==> src/rtl/pkt_field_extract.sv <==
// Byte-serial packet parser: decodes the type byte, assembles big-endian 16-bit
// fields into shadow registers and commits them to the outputs with en_MNI.
module pkt_field_extract #(
    parameter int BYTE_WIDTH = 8,
    parameter int WORD_WIDTH = 16
) (
    input  logic                  clk,
    input  logic                  nrst,
    input  logic [BYTE_WIDTH-1:0] in_data,
    input  logic                  in_valid,
    input  logic                  in_sop,
    output logic                  in_ready,
    output logic                  en_MNI,
    output logic [2:0]            fPktType,
    output logic [WORD_WIDTH-1:0] hops,
    output logic [WORD_WIDTH-1:0] e_max,
    output logic [WORD_WIDTH-1:0] e_min,
    output logic [WORD_WIDTH-1:0] e_threshold,
    output logic [WORD_WIDTH-1:0] ch_ID,
    output logic [WORD_WIDTH-1:0] timeslot,
    output logic [WORD_WIDTH-1:0] src_ID,
    output logic                  pkt_err
);

    typedef enum logic [2:0] {
        S_IDLE,
        S_HI,
        S_LO,
        S_COMMIT,
        S_DROP
    } state_t;

    localparam logic [2:0] T_HB   = 3'b000;
    localparam logic [2:0] T_CH   = 3'b001;
    localparam logic [2:0] T_SLOT = 3'b100;
    localparam logic [2:0] T_DATA = 3'b101;

    state_t                  state_q;
    logic [2:0]              type_q;
    logic [1:0]              word_cnt_q;
    logic [BYTE_WIDTH-1:0]   hi_q;
    logic [WORD_WIDTH-1:0]   shadow_q [4];
    logic                    en_mni_q;
    logic                    pkt_err_q;
    logic [2:0]              ftype_q;
    logic [WORD_WIDTH-1:0]   hops_q, e_max_q, e_min_q, e_thr_q;
    logic [WORD_WIDTH-1:0]   ch_id_q, timeslot_q, src_id_q;

    logic                    accept;
    logic                    sop_accept;
    logic                    type_ok;
    logic [1:0]              last_cnt;
    logic [WORD_WIDTH-1:0]   word_d;
    state_t                  start_state_d;

    assign in_ready   = (state_q != S_COMMIT);
    assign accept     = in_valid && in_ready;
    assign sop_accept = accept && in_sop;
    assign type_ok    = (in_data[BYTE_WIDTH-1:3] == '0) &&
                        (in_data[2:0] inside {T_HB, T_CH, T_SLOT, T_DATA});
    assign start_state_d = type_ok ? S_HI : S_DROP;
    assign last_cnt   = (type_q == T_HB) ? 2'd3 : 2'd0;
    assign word_d     = {hi_q, in_data};

    // The final word is committed straight from the incoming byte so that the
    // outputs and en_MNI appear in the cycle right after the last byte.
    always_ff @(posedge clk or negedge nrst) begin
        if (!nrst) begin
            state_q    <= S_IDLE;
            type_q     <= '0;
            word_cnt_q <= '0;
            hi_q       <= '0;
            // NOTE: the shadow array is only four words, so it is cleared on
            // reset like any other register rather than left uninitialised.
            for (int i = 0; i < 4; i++) shadow_q[i] <= '0;
            en_mni_q   <= 1'b0;
            pkt_err_q  <= 1'b0;
            ftype_q    <= '0;
            hops_q     <= '0;
            e_max_q    <= '0;
            e_min_q    <= '0;
            e_thr_q    <= '0;
            ch_id_q    <= '0;
            timeslot_q <= '0;
            src_id_q   <= '0;
        end else begin
            // NOTE: pulse outputs default low each cycle; non-blocking keeps
            // every read in this block on the pre-edge values.
            en_mni_q  <= 1'b0;
            pkt_err_q <= 1'b0;
            if (sop_accept) begin
                pkt_err_q  <= (state_q == S_HI) || (state_q == S_LO);
                type_q     <= in_data[2:0];
                word_cnt_q <= '0;
                state_q    <= start_state_d;
            end else begin
                case (state_q)
                    S_HI: if (accept) begin
                        hi_q    <= in_data;
                        state_q <= S_LO;
                    end
                    S_LO: if (accept) begin
                        shadow_q[word_cnt_q] <= word_d;
                        if (word_cnt_q == last_cnt) begin
                            en_mni_q <= 1'b1;
                            ftype_q  <= type_q;
                            state_q  <= S_COMMIT;
                            case (type_q)
                                T_HB: begin
                                    hops_q  <= shadow_q[0];
                                    e_max_q <= shadow_q[1];
                                    e_min_q <= shadow_q[2];
                                    e_thr_q <= word_d;
                                end
                                T_CH:    ch_id_q    <= word_d;
                                T_SLOT:  timeslot_q <= word_d;
                                default: src_id_q   <= word_d;
                            endcase
                        end else begin
                            word_cnt_q <= word_cnt_q + 2'd1;
                            state_q    <= S_HI;
                        end
                    end
                    S_COMMIT: state_q <= S_IDLE;
                    default: ;
                endcase
            end
        end
    end

    assign en_MNI      = en_mni_q;
    assign pkt_err     = pkt_err_q;
    assign fPktType    = ftype_q;
    assign hops        = hops_q;
    assign e_max       = e_max_q;
    assign e_min       = e_min_q;
    assign e_threshold = e_thr_q;
    assign ch_ID       = ch_id_q;
    assign timeslot    = timeslot_q;
    assign src_ID      = src_id_q;

endmodule

==> config.mk <==
export PLATFORM = sky130hd
export DESIGN_NAME = pkt_field_extract
export DESIGN_NICKNAME = d
export VERILOG_FILES = /design/src/rtl/pkt_field_extract.sv
export SDC_FILE = /design/constraint.sdc
export NUM_CORES = 1
export LEC_CHECK = 0
export BUFFER_PORTS_ARGS = -buffer_cell sky130_fd_sc_hd__buf_2
export CORE_AREA = 5 5 174 176
export CTS_CLUSTER_SIZE = 8
export DETAILED_ROUTE_END_ITERATION = 16
export DIE_AREA = 0 0 179 181
export PLACE_DENSITY = 0.43
export SLEW_MARGIN = 40
export SYNTH_ARGS = -nofsm -noshare
export SYNTH_HDL_FRONTEND = slang
export SYNTH_SLANG_ARGS = --single-unit
==> constraint.sdc <==
create_clock -name clk -period 2.7 [get_ports clk]
set_input_delay 0.27 -clock clk [delete_from_list [all_inputs] [get_ports clk]]
set_output_delay 0.27 -clock clk [all_outputs]
set_load 0.005 [all_outputs]
* Word-level counts from Yosys, hierarchy flattened
Cells that the tools add are included.
** Storage, ports and cells
- Bits in registers :: 197
- Bits in latches :: 0
- Bits in writable memories :: 0
- Memory bits (read-only) :: 0
- Input bits :: 12
- Output and inout port bits :: 118
- Logic and storage cells :: 78
- Memories :: 0
** Cells by class
- Add/sub/neg operators :: 1
- $mul :: 0
- Div/mod/pow operators :: 0
- Order comparisons :: 2
- Equal/unequal tests :: 13
- Shift operators :: 0
- Muxes and demuxes :: 19
- Bitwise logic cells :: 3
- Reductions and logical operators :: 22
** Operators with widths (number)
- bitwise mux 64 bit :: 1
- demux 16 bit (select 2 bit) :: 1
- AND reduction 5 bit :: 4
- two-way mux 16 bit :: 1
- two-way mux 2 bit :: 6
- two-way mux 3 bit :: 4
- AND reduction 3 bit :: 4
- equality test 3 x 1 -> 1 bit, second input constant :: 3
- equality test 3 bit, second input constant :: 3
- case mux 3 bit (3 select lines) :: 1
- nonzero test 4 bit :: 2
- equality test 3 x 2 -> 1 bit, second input constant :: 2
- zero test 3 bit :: 2
- != test 3 bit, second input constant :: 2
- zero test 5 bit :: 1
- two-way mux 1 bit :: 5
- logical AND 1 bit :: 4
- AND reduction 4 bit :: 1
- nonzero test 2 bit :: 2
- >= comparator 3 bit, second input constant :: 1
- < comparator 3 x 1 -> 1 bit, second input constant :: 1
- != test 3 x 2 -> 1 bit, second input constant :: 1
- inverter 2 -> 3 bit :: 1
- OR reduction 3 bit :: 1
- 5 further kinds :: 6

* Depth between registers and ports, before layout
- Depth after elaboration :: 7
- Mapped depth :: 7

* Worst setup path after synthesis
No wires, ideal clock.
- Path kind :: register to register
- Start :: register type_q[0]
- End :: register ch_id_q[5], in the netlist ch_ID[5]
- Data arrival time :: 1.922 ns
- Data required time :: 2.575 ns
- Path slack :: 0.654 ns
- Cell stages (with the launch flop) :: 6
- Path buffers :: 1
- Period minus slack after synthesis :: 2.046 ns
- Path through :: dfrtp_1 nor4b_4 a2bb2oi_2 nor4_4 buf_6 mux2_2
** On the way
- Cells in the longest elaborated chain, start to end :: 4
- Elaborated cells between the ends (all ways) :: 5
** Ends and longest elaborated chain
- start: declaration :: line 39 : logic [2:0] type_q;
- start signal: assignment :: line 93 : type_q <= in_data[2:0];
- zero test 3 bit :: line 62 : assign last_cnt = (type_q == T_HB) ? 2'd3 : 2'd0;
- two-way mux 2 bit :: line 62
- equality test 2 bit :: line 104 : if (word_cnt_q == last_cnt) begin
- AND reduction 5 bit (no source line) (*)
- end signal: assignment :: line 115 : T_CH: ch_id_q <= word_d;
- end: declaration :: line 47 : logic [WORD_WIDTH-1:0] ch_id_q, timeslot_q, src_id_q;
Every way passes the cells marked *; elsewhere a longest branch is shown, timed or not.
A chain may end at the register's enable or synchronous reset.

* Worst setup path after layout
- Start :: register type_q[1]
- End :: register timeslot_q[14], in the netlist timeslot[14]
** On the way
- Cells in the longest elaborated chain, start to end :: 4
- Elaborated cells between the ends (all ways) :: 5
** Ends and longest elaborated chain
- zero test 3 bit :: line 62
- two-way mux 2 bit :: line 62
- equality test 2 bit :: line 104
- AND reduction 5 bit (no source line) (*)
- end signal: assignment :: line 116 : T_SLOT: timeslot_q <= word_d;
- end: declaration :: line 47
Marked as above.

==> metrics.yaml <==
run_status:
  status: "completed"
global_routing:
  grt_max_degree: 71
  grt_pass1_vias: 4482
  overflow: 0
  grt_util_all_layers: 0.114
  grt_pass1_wl_um: 27800
  antenna_found_initial: 1
worst_hold_path:
  worstHoldEndpoint: "state_q[0]"
  min-delay-path-class: "in2reg"
  min_from: "in_valid"
  min_path_cells: 3
sta:
  tns_ns: 0
  finalCritPeriodShare: 0.827
  skew_ns: 0.0125
  max_freq_mhz: 448
  maxSlewHeadroom: 0.590
  period_needed_ns: 2.23
  slew_violations: 0
  worst_pin_slew_ns: 0.616
  rsz0062_at_grt: "false"
  hold_violations: 0
  layout_setup_ws_ns: 0.467
  finalSetupViolations: 0
critical_path:
  cp_max_fo: 10
  rr_endpoint: "timeslot[14]"
  path_class: "reg2reg"
  cp-end-kind: "flop"
  rr_startpoint: "type_q[1]"
  crit_slowest_cell: "dfrtp_1"
  worstSetupStartpointType: "flop"
  worstPathRequired_ns: 3.00
  worstPathCellList: "nor4b_4 > a2bb2oi_2 > nor3_4 > buf_12 > mux2_2"
  worstPathArrival_ns: 2.53
  cp.buffers_inverters: 1
  cp_slowest_stage_delay_ns: 0.48
  path_delay_family: "simple AND/OR/NAND/NOR gates"
  r2r_cells: 5
  worst-r2r-setup-slack_ns: 0.47
power_and_ir_drop:
  p_leak_nw: 4.72
  p_clk_frac: 0.393
  netSwitchingFraction: 0.264
  ir_worst_vdd_mv: 0.319
  internal_power_mw: 4.49
  comb_power_share: 0.080
  powerDensity_mw_per_mm2: 695
  p_switching_mw: 1.61
  p_seq_frac: 0.527
cts:
  clk_pin_slew_ns: 0.07
  cts.sinks: 181
  cts_max_path_buffers: 2
  clock-root-buffer: "clkbuf_16"
  cts_tree: "done"
  cts_made_buffers: 17
  cts_max_level: 4
  clkLatencyLatePin_ns: 0.42
synthesis:
  seq_area_frac_synth: 0.647
  syn-instance-count: 428
  async_flop_share: 1.00
  synth_area_leaders: "dfrtp_1 (65%), mux2_2 (27%), buf_2 (1.0%)"
  ys_warn_count: 0
  synth_common_cells: "dfrtp_1 (181), mux2_2 (168), buf_2 (14)"
  synth_cell_types: 36
  yosysTopAreaCellShare: 0.647
  synth-seq-cells: 181
  synthesis.area_mm2: 0.00701
  synthesis.nets: 443
  synth_flop_cell: "dfrtp_1"
  synth_top_area_cell: "dfrtp_1"
  synth.most_common_cell: "dfrtp_1"
  synth_edf_count: 0
  syn_area_per_cell_um2: 16.4
placed_design:
  numPortBuffers: 129
  pre_cts_ws_ns: 0.433
  gp_congestion: 0.752
  dp_hpwl_um: 12400
floorplanning:
  core_mm2: 0.0285
  io_pins: 130
  fp.dieArea_mm2: 0.0324
  start_util: 0.246
  die_w_um: 179
  die_h_um: 181
  rows: 62
route:
  postRouteAntennaNets: 0
  vias: 4041
  avgRoutedWirePerCell_um: 18.7
  drt-pass1-iter-count: 5
  drtIter0Drc: 144
  wl_um: 18100
  drc: 0
  via_per_inst: 4.17
finish:
  area_growth_syn_to_layout_pct: 25.4
  multiInputGateArea_mm2: 0.00238
  nets: 587
  seq_area_mm2: 0.00453
  utilization: 0.309
  fill_cells: 2882
  diodes: 0
  drive_gt1_frac: 0.602
job:
  max-cap-violations: 0
==> per-layer routing <==
layer  GRT usage  routed length [um]  up-vias  share of wire
met1       0.151                8160     2102           0.45
met4      0.0258                 137        2         0.0076
li1            -                   -     1819              -
met5           0                  13        -        0.00072
met3      0.0351                1030       14          0.057
met2       0.184                8740      104           0.48
==> flip-flops by register name, summed over array words and instances, names as in the netlist, 8 cells and up <==
signal       count
e_threshold     16
hi_q             8
hops            16
ch_ID           16
e_max           16
e_min           16
src_ID          16
shadow_q        48
timeslot        16
==> power by group through the flow <==
stage | sequential, mW | combinational, mW | clock, mW
6_report | 3.22 | 0.488 | 2.40
5_1_grt | 3.26 | 0.552 | 2.59
4_1_cts | 3.23 | 0.506 | 2.50
3_5_place_dp | 3.28 | 0.503 | 0
3_3_place_gp | 3.27 | 0.490 | 0
2_1_floorplan | 3.13 | 0.279 | 0
==> cell type report <==
class / count / area share
Clock inverter: 14 / 0.0150
Clock buffer: 18 / 0.0500
Inverter: 3 / 0.00128
Timing Repair Buffer: 143 / 0.0925
Sequential cell: 181 / 0.516
Multi-Input combinational cell: 226 / 0.271
Tap cell: 384 / 0.0547
==> cells by family after synthesis <==
kind of cell,after synthesis,synth area share
multiplexers,175,0.281
adder cells (fa/ha/maj),3,0.00536
buffers and inverters,21,0.0148
XOR/XNOR,1,0.00125
flip-flops,181,0.647
AND/OR/NAND/NOR,32,0.0341
AO/OA/AOI/OAI,15,0.0168
==> worst max-delay path by stage <==
stage	to	startpoint	cells past startpoint	slack (ns)
finish	timeslot[14]	type_q[1]	5	0.47
global route	timeslot[12]	type_q[0]	5	0.34
CTS	timeslot[14]	type_q[0]	5	0.43
detailed placement	timeslot[14]	type_q[0]	5	0.43
global placement	timeslot[12]	type_q[0]	5	0.56
floorplan	ch_ID[5]	type_q[0]	5	0.65
==> repair_timing <==
action | in CTS | in global routing
gates resized for setup | 0 | 0
setup buffers | 0 | 0
hold buffers | 1 | 0
hold endpoints to repair | 67 | 0
==> through the flow <==
stage	hold slack, ns	cell area, um^2	power, mW	instances
after floorplan	-0.0256	7010	3.41	428
after global placement	0.329	8200	3.76	936
after detailed placement	0.347	8200	3.79	936
after CTS	0.254	8780	6.24	969
after global routing	0.280	8780	6.40	969
final	0.286	8780	6.10	969
==> worst reg2reg max path, cell delays in order, from the launching register on <==
cell and delay [ns]:
dfrtp_1 0.48, nor4b_4 0.40, a2bb2oi_2 0.22, nor3_4 0.48
buf_12 0.20, mux2_2 0.34
==> placed cells by master, fill, tap and decap left out, types with 2 or more instances in the layout <==
cell type	count
nand2_1	7
inv_6	2
nor2_1	6
dfrtp_1	181
o21ai_0	2
buf_4	9
buf_12	4
mux2_2	168
inv_1	3
clkbuf_8	2
clkinv_2	5
nor3_1	3
ha_1	3
clkbuf_16	17
nor4b_4	2
nor3_4	2
and2_1	2
nand2b_1	2
a31oi_1	3
o211a_1	2
mux2_1	6
clkinv_4	4
buf_2	128
Note: power is estimated with default switching activity, not from simulation.
